--- src/rtl/brd_wb2ps_wc_lookup.sv ---
// ---------------------------------------------------------------------------
// brd_wb2ps_wc_lookup
//   Lookup / hit-miss controller for the 4-way, 16-line, 64 B/line write-back
//   cache in front of PSRAM. It takes one CPU request at a time and reads the
//   tags. It compares the ways, ages the LRU, and performs the hit access on
//   the data RAM. On a miss it hands a victim to the refill engine and then
//   retries the lookup.
//
// Ports
//   cpuclk / WSHRST          clock, async active-low reset
//   taginit_busy             blocks acceptance while tag init runs
//   req_*                    CPU request (word address [22:2])
//   busy / ack / rdata       request status and read return
//   READ_TAG, read_lineno    tag RAM read (data valid next cycle)
//   READ_DATA_BUS, read_adr_lsb  data RAM read (data valid next cycle)
//   tag_*N, rf_cache_rdataN  tag / data RAM outputs for way N
//   rewrite_lru, w_lruN      LRU write-back
//   rewrite_tag, w_tagadr, w_valid, w_dirty, w_dc  tag / data write strobes
//   r_w_adrs/wdata/strb      latched request for the data path
//   miss_*                   handshake and victim info for the refill engine
// ---------------------------------------------------------------------------

// Per-way tag compare and victim candidate.
module brd_wb2ps_wc_way (
  input  logic        vld,
  input  logic [12:0] addr,
  input  logic [1:0]  lru,
  input  logic [12:0] ref_tag,
  output logic        hit,
  output logic        oldest
);
  assign hit    = vld & (addr == ref_tag);
  assign oldest = (lru == 2'b11);
endmodule

module brd_wb2ps_wc_lookup (
  input  logic        cpuclk,
  input  logic        WSHRST,
  input  logic        taginit_busy,
  input  logic        req_valid,
  input  logic        req_we,
  input  logic [20:0] req_adr,
  input  logic [31:0] req_wdata,
  input  logic [3:0]  req_strb,
  output logic        busy,
  output logic        ack,
  output logic [31:0] rdata,
  output logic        READ_TAG,
  output logic [3:0]  read_lineno,
  output logic        READ_DATA_BUS,
  output logic [3:0]  read_adr_lsb,
  input  logic [12:0] tag_addr0, tag_addr1, tag_addr2, tag_addr3,
  input  logic [1:0]  tag_lru0, tag_lru1, tag_lru2, tag_lru3,
  input  logic        tag_valid0, tag_valid1, tag_valid2, tag_valid3,
  input  logic        tag_dirty0, tag_dirty1, tag_dirty2, tag_dirty3,
  input  logic [31:0] rf_cache_rdata0, rf_cache_rdata1,
  input  logic [31:0] rf_cache_rdata2, rf_cache_rdata3,
  output logic        rewrite_lru,
  output logic [1:0]  w_lru0, w_lru1, w_lru2, w_lru3,
  output logic [3:0]  rewrite_tag,
  output logic [12:0] w_tagadr,
  output logic        w_valid,
  output logic        w_dirty,
  output logic [3:0]  w_dc,
  output logic [20:0] r_w_adrs,
  output logic [31:0] r_w_wdata,
  output logic [3:0]  r_w_strb,
  output logic        miss_req,
  output logic [3:0]  miss_wayno,
  output logic [3:0]  miss_lineno,
  output logic [12:0] miss_fill_tagadr,
  output logic        miss_wb_need,
  output logic [12:0] miss_wb_tagadr,
  input  logic        miss_done
);

  typedef enum logic [2:0] {
    S_IDLE, S_TAGRD, S_JUDGE, S_RDATA, S_ACK, S_MISS, S_TAGUPD
  } state_t;

  state_t state_q, state_d;

  logic [20:0] r_w_adrs_q,  r_w_adrs_d;
  logic [31:0] r_w_wdata_q, r_w_wdata_d;
  logic [3:0]  r_w_strb_q,  r_w_strb_d;
  logic        r_w_we_q,    r_w_we_d;
  logic [31:0] rdata_q,     rdata_d;
  logic [1:0]  hit_way_q,   hit_way_d;
  logic [3:0]  miss_wayno_q,       miss_wayno_d;
  logic [3:0]  miss_lineno_q,      miss_lineno_d;
  logic [12:0] miss_fill_tagadr_q, miss_fill_tagadr_d;
  logic        miss_wb_need_q,     miss_wb_need_d;
  logic [12:0] miss_wb_tagadr_q,   miss_wb_tagadr_d;

  logic [3:0][12:0] t_addr;
  logic [3:0][1:0]  t_lru;
  logic [3:0]       t_vld, t_dty;
  logic [3:0][31:0] c_rdata;
  logic [3:0]       hit, oldest;
  logic [3:0][1:0]  w_lru;
  logic [1:0]       hit_idx, vic_idx;
  logic             hit_any;
  logic [12:0]      req_tag;

  assign t_addr  = {tag_addr3, tag_addr2, tag_addr1, tag_addr0};
  assign t_lru   = {tag_lru3, tag_lru2, tag_lru1, tag_lru0};
  assign t_vld   = {tag_valid3, tag_valid2, tag_valid1, tag_valid0};
  assign t_dty   = {tag_dirty3, tag_dirty2, tag_dirty1, tag_dirty0};
  assign c_rdata = {rf_cache_rdata3, rf_cache_rdata2, rf_cache_rdata1, rf_cache_rdata0};
  assign req_tag = r_w_adrs_q[20:8];

  for (genvar g = 0; g < 4; g++) begin : g_way
    brd_wb2ps_wc_way u_way (
      .vld    (t_vld[g]),
      .addr   (t_addr[g]),
      .lru    (t_lru[g]),
      .ref_tag(req_tag),
      .hit    (hit[g]),
      .oldest (oldest[g])
    );
  end

  // Lowest index wins for both the hit way and the victim; way3 is the
  // victim fallback when no way reports LRU=3.
  always_comb begin
    hit_idx = 2'd0;
    vic_idx = 2'd3;
    for (int i = 3; i >= 0; i--) begin
      if (hit[i])    hit_idx = 2'(i);
      if (oldest[i]) vic_idx = 2'(i);
    end
  end
  assign hit_any = |hit;

  always_comb begin
    state_d            = state_q;
    r_w_adrs_d         = r_w_adrs_q;
    r_w_wdata_d        = r_w_wdata_q;
    r_w_strb_d         = r_w_strb_q;
    r_w_we_d           = r_w_we_q;
    rdata_d            = rdata_q;
    hit_way_d          = hit_way_q;
    miss_wayno_d       = miss_wayno_q;
    miss_lineno_d      = miss_lineno_q;
    miss_fill_tagadr_d = miss_fill_tagadr_q;
    miss_wb_need_d     = miss_wb_need_q;
    miss_wb_tagadr_d   = miss_wb_tagadr_q;
    READ_TAG      = 1'b0;
    READ_DATA_BUS = 1'b0;
    rewrite_lru   = 1'b0;
    w_lru         = '0;
    rewrite_tag   = 4'b0;
    w_tagadr      = 13'd0;
    w_valid       = 1'b0;
    w_dirty       = 1'b0;
    w_dc          = 4'b0;
    ack           = 1'b0;
    miss_req      = 1'b0;
    case (state_q)
      S_IDLE: begin
        if (req_valid && !taginit_busy) begin
          r_w_adrs_d  = req_adr;
          r_w_wdata_d = req_wdata;
          r_w_strb_d  = req_strb;
          r_w_we_d    = req_we;
          state_d     = S_TAGRD;
        end
      end
      S_TAGRD: begin
        READ_TAG = 1'b1;
        state_d  = S_JUDGE;
      end
      S_JUDGE: begin
        if (hit_any) begin
          // Hit way becomes MRU; ways younger than it age by one.
          rewrite_lru = 1'b1;
          for (int i = 0; i < 4; i++)
            w_lru[i] = (t_lru[i] < t_lru[hit_idx]) ? t_lru[i] + 2'd1 : t_lru[i];
          w_lru[hit_idx] = 2'd0;
          hit_way_d = hit_idx;
          if (r_w_we_q) begin
            w_dc        = 4'b0001 << hit_idx;
            rewrite_tag = 4'b0001 << hit_idx;
            w_tagadr    = req_tag;
            w_valid     = 1'b1;
            w_dirty     = 1'b1;
            state_d     = S_ACK;
          end else begin
            READ_DATA_BUS = 1'b1;
            state_d       = S_RDATA;
          end
        end else begin
          miss_wayno_d       = 4'b0001 << vic_idx;
          miss_lineno_d      = r_w_adrs_q[7:4];
          miss_fill_tagadr_d = req_tag;
          miss_wb_need_d     = t_vld[vic_idx] & t_dty[vic_idx];
          miss_wb_tagadr_d   = t_addr[vic_idx];
          state_d            = S_MISS;
        end
      end
      S_RDATA: begin
        rdata_d = c_rdata[hit_way_q];
        state_d = S_ACK;
      end
      S_ACK: begin
        ack     = 1'b1;
        state_d = S_IDLE;
      end
      S_MISS: begin
        miss_req = 1'b1;
        if (miss_done) state_d = S_TAGUPD;
      end
      S_TAGUPD: begin
        // Install the refilled line clean, then re-run the lookup.
        rewrite_tag = miss_wayno_q;
        w_tagadr    = miss_fill_tagadr_q;
        w_valid     = 1'b1;
        state_d     = S_TAGRD;
      end
      default: state_d = S_IDLE;
    endcase
  end

  always_ff @(posedge cpuclk or negedge WSHRST) begin
    if (!WSHRST) begin
      state_q            <= S_IDLE;
      r_w_adrs_q         <= '0;
      r_w_wdata_q        <= '0;
      r_w_strb_q         <= '0;
      r_w_we_q           <= 1'b0;
      rdata_q            <= '0;
      hit_way_q          <= '0;
      miss_wayno_q       <= '0;
      miss_lineno_q      <= '0;
      miss_fill_tagadr_q <= '0;
      miss_wb_need_q     <= 1'b0;
      miss_wb_tagadr_q   <= '0;
    end else begin
      state_q            <= state_d;
      r_w_adrs_q         <= r_w_adrs_d;
      r_w_wdata_q        <= r_w_wdata_d;
      r_w_strb_q         <= r_w_strb_d;
      r_w_we_q           <= r_w_we_d;
      rdata_q            <= rdata_d;
      hit_way_q          <= hit_way_d;
      miss_wayno_q       <= miss_wayno_d;
      miss_lineno_q      <= miss_lineno_d;
      miss_fill_tagadr_q <= miss_fill_tagadr_d;
      miss_wb_need_q     <= miss_wb_need_d;
      miss_wb_tagadr_q   <= miss_wb_tagadr_d;
    end
  end

  assign busy             = (state_q != S_IDLE);
  assign rdata            = rdata_q;
  assign read_lineno      = r_w_adrs_q[7:4];
  assign read_adr_lsb     = r_w_adrs_q[3:0];
  assign r_w_adrs         = r_w_adrs_q;
  assign r_w_wdata        = r_w_wdata_q;
  assign r_w_strb         = r_w_strb_q;
  assign miss_wayno       = miss_wayno_q;
  assign miss_lineno      = miss_lineno_q;
  assign miss_fill_tagadr = miss_fill_tagadr_q;
  assign miss_wb_need     = miss_wb_need_q;
  assign miss_wb_tagadr   = miss_wb_tagadr_q;
  assign {w_lru3, w_lru2, w_lru1, w_lru0} = w_lru;

endmodule

--- config.mk ---
export PLATFORM = sky130hd
export DESIGN_NAME = brd_wb2ps_wc_lookup
export DESIGN_NICKNAME = d
export VERILOG_FILES = /design/src/rtl/brd_wb2ps_wc_lookup.sv
export SDC_FILE = /design/constraint.sdc
export NUM_CORES = 1
export LEC_CHECK = 0
export ABC_AREA = 1
export CAP_MARGIN = 30
export CORE_AREA = 2 2 166 168
export DETAILED_ROUTE_END_ITERATION = 16
export DIE_AREA = 0 0 168 170
export GPL_ROUTABILITY_DRIVEN = 0
export SLEW_MARGIN = 30
export SYNTH_ARGS = -nofsm -noshare
export SYNTH_HDL_FRONTEND = slang
export SYNTH_SLANG_ARGS = --single-unit
--- constraint.sdc ---
create_clock -name cpuclk -period 7.9 [get_ports cpuclk]
set_input_delay 0.79 -clock cpuclk [delete_from_list [all_inputs] [get_ports cpuclk]]
set_output_delay 0.79 -clock cpuclk [all_outputs]
set_load 0.03 [all_outputs]
==> run metrics <==
FF-to-FF End=miss_lineno[0]; initial antenna violation count=6; iteration-0 DRC count of the detailed router=715; Yosys cell types=between 40 and 50; worst path bufs/invs=4; Critical Path Sink Type=primary output; Syn Area/Cell=7.07 um2; H-tree depth=4; die width=~170 um; outcome=completed; Root Buffer=clkbuf_16; routed wire length=38100 um; initial core utilization=30.7%; placed inst area=between 10000 and 15000 um2; clock-pin slew on the worst setup and hold paths=0.07 ns; Crit path largest cell delay=0.70 ns; first-pass GRT wire length=55700 um; post-synthesis sequential area ratio=39.7%; Max clock buf depth=2; Ys Warns=0; Port Buf Inserts=427; final core utilization=50.0%; gr usage total=25.9%; Pre-Repair DR Iteration Count=6; R2R cell count=12; Layout area overhead=62.8%; CTS Buf Count=17; Final Cycle Share=between 60% and 70%; RSZ-0062 raised after global routing=no; Routed Antenna Nets=0; Slew Limit Fails=0; leakage=0.00584 uW; power density cells=~350 nW/um2; DP Wirelength=between 20000 and 30000 um; Cell Area, Synth=8190 um2; critical-path cell list=clkdlybuf4s50_1, xnor2_1, nand3_1, nor2_1, nand2_1, nor2_1, inv_1, nand2_1, nor2_1, nand2_1, o21ai_0, nor3_1, ha_1, inv_1, nand3_1, xor2_1, and3_1, clkdlybuf4s50_1; vias per inst=5.03; Max Clk Rate=0.197 GHz; R2R Path Start=r_w_adrs[15]; die area=28600 um2; flop2flop setup slack=between 4 and 5 ns; top cells by area, synth=dfrtp_1 (40%), nand2_1 (12%), nor2_1 (11%); Tmin final=5.09 ns; setup TNS=0 ns; Synth Area in Adders=~1.1%; wire per inst=roughly 20 um; most frequent cells in the layout=clkdlybuf4s50_1 (426), nand2_1 (255), nor2_1 (243), dfrtp_1 (129), o21ai_0 (111); commonest non-fill, non-tap cell in the layout=clkdlybuf4s50_1; Placed Cells incl. Taps=1877; Crit Path Max Fanout=5; Core Area=26700 um2; vias in the first global route=9277; multiplexer share of the synthesized area=6.60%; number of post-CTS setup repair buffers=0; VDD IR-drop max=0.212 mV; delay-heaviest family, CP=buffers and inverters; Arr. time, crit path=around 4.3 ns; setup violators final=0; I/O pins=around 430; Synth Area in Simple Gates=28.3%; Hold Buf Count CTS=0; GRT Residual Overflow=0; HP Class=in2async; largest family of logic cells by synthesized area=simple AND/OR/NAND/NOR gates; TritonCTS clock tree=built; Worst path slowest cell=clkdlybuf4s50_1; Crit Path Class=in2out; drt drc=0; Via Count=~9600; Post-Synth XOR/XNOR Area=0.535%; Worst-Margin Slew=0.800 ns; final non-filler cell area=13300 um2; Synth top area share=about 40%; Setup Skew=0.0181 ns; row count=60; synthesized net count=1424; CP startpoint kind=primary input; worst skew pair latency=0.43 ns; layout cells sized above 1=approximately 8.4%; final std cells w/o fill=about 1900; Cells after Synth=1158; Synth Area in Compound Gates=15.2%; CTS Sinks=130; worst endpoint required time=7.11 ns; Yosys top cell by area=dfrtp_1; post-cts sizing count=0; largest net degree at the start of global routing=75; nets=1821; max_slew headroom=46.3%; Max Cap Violations=0; final hold vios=0; synthesis-stage register bit count=130; Die Span Y=about 170 um
where the power goes:
group          switching, uW  total [uW]  internal [uW]
clock                    364         813            449
sequential               285        1270            981
combinational           1520        2560           1040
total                   2170        4640           2470
sequential cells by signal, summed over array words and instances, names as in the netlist, 2 cells and up:
register	flops
r_w_strb	4
miss_wayno	4
state_q	3
r_w_wdata	32
r_w_adrs	21
rdata	32
miss_fill_tagadr	13
hit_way_q	2
miss_lineno	4
miss_wb_tagadr	13
area by class of cell:
class,count,area [um2]
flip-flops and latches,130,3250
fillers,2608,13300
diodes,6,15.0
inverters,108,405
clock buffers,17,425
repair buffers,437,4390
well taps,341,427
multi-input cells,861,4250
clock inverters,15,161
per-layer routing:
metal  up-vias  track usage, %  share of wire [%]
met4         0            9.60                2.8
met1      4514            31.8                 40
li1       4577               -                  -
met5         -               0                  0
met3        64            6.98                9.2
met2       473            43.6                 48
worst reg2reg max path: stages (launching register included):
cell and delay [ns]:
dfrtp_1 0.62, inv_2 0.20, nand2_1 0.13, nand2_1 0.06
nor2_1 0.18, nand2_1 0.08, nor2_1 0.09, nand3_1 0.09
nand2_1 0.12, nor2_2 0.07, nand2_2 0.48, buf_4 0.45
mux2_1 0.36
how the worst max path moves through the flow:
stage | startpoint | to | slack, ns | cells after the start
after floorplan | tag_addr1[2] | w_lru1[1] | 4.26 | 17
after global placement | tag_addr2[7] | w_lru3[1] | 2.82 | 17
after detailed placement | tag_addr1[2] | w_lru3[1] | 2.80 | 18
after CTS | tag_addr1[2] | w_lru3[1] | 2.79 | 18
after global routing | tag_addr2[7] | w_lru3[1] | 2.55 | 19
final | tag_addr1[2] | w_lru3[1] | 2.81 | 18
cell usage after synthesis, drive strengths merged:
master	number
nand2	268
nor2	250
dfrtp	130
o21ai	114
inv	107
a21oi	56
mux2	48
clkbuf	36
a31oi	33
nand3	24
buf	23
nand4	13
o22ai	12
nor3	8
a221oi	7
ha	7
nand3b	4
xnor2	4
and3	2
nor4	2
o31ai	2
a211oi	1
a32o	1
clkinv	1
nor3b	1
o211ai	1
o21a	1
or2	1
xor2	1
stage by stage:
stage | power, uW | hold slack (ns) | setup WS [ns]
after floorplan | 2680 | 0.494 | 4.26
after global placement | 3800 | 0.474 | 2.82
after detailed placement | 3830 | 0.480 | 2.80
after CTS | 4660 | 0.329 | 2.79
after global routing | 4900 | 0.337 | 2.55
final | 4640 | 0.297 | 2.81
cell families after synthesis:
logic type	count (synthesis)
flip-flops	130
adder cells (fa/ha/maj)	7
AND/OR/NAND/NOR	573
buffers and inverters	167
multiplexers	48
AO/OA/AOI/OAI	228
XOR/XNOR	5
Note: power is estimated with default switching activity, not from simulation.
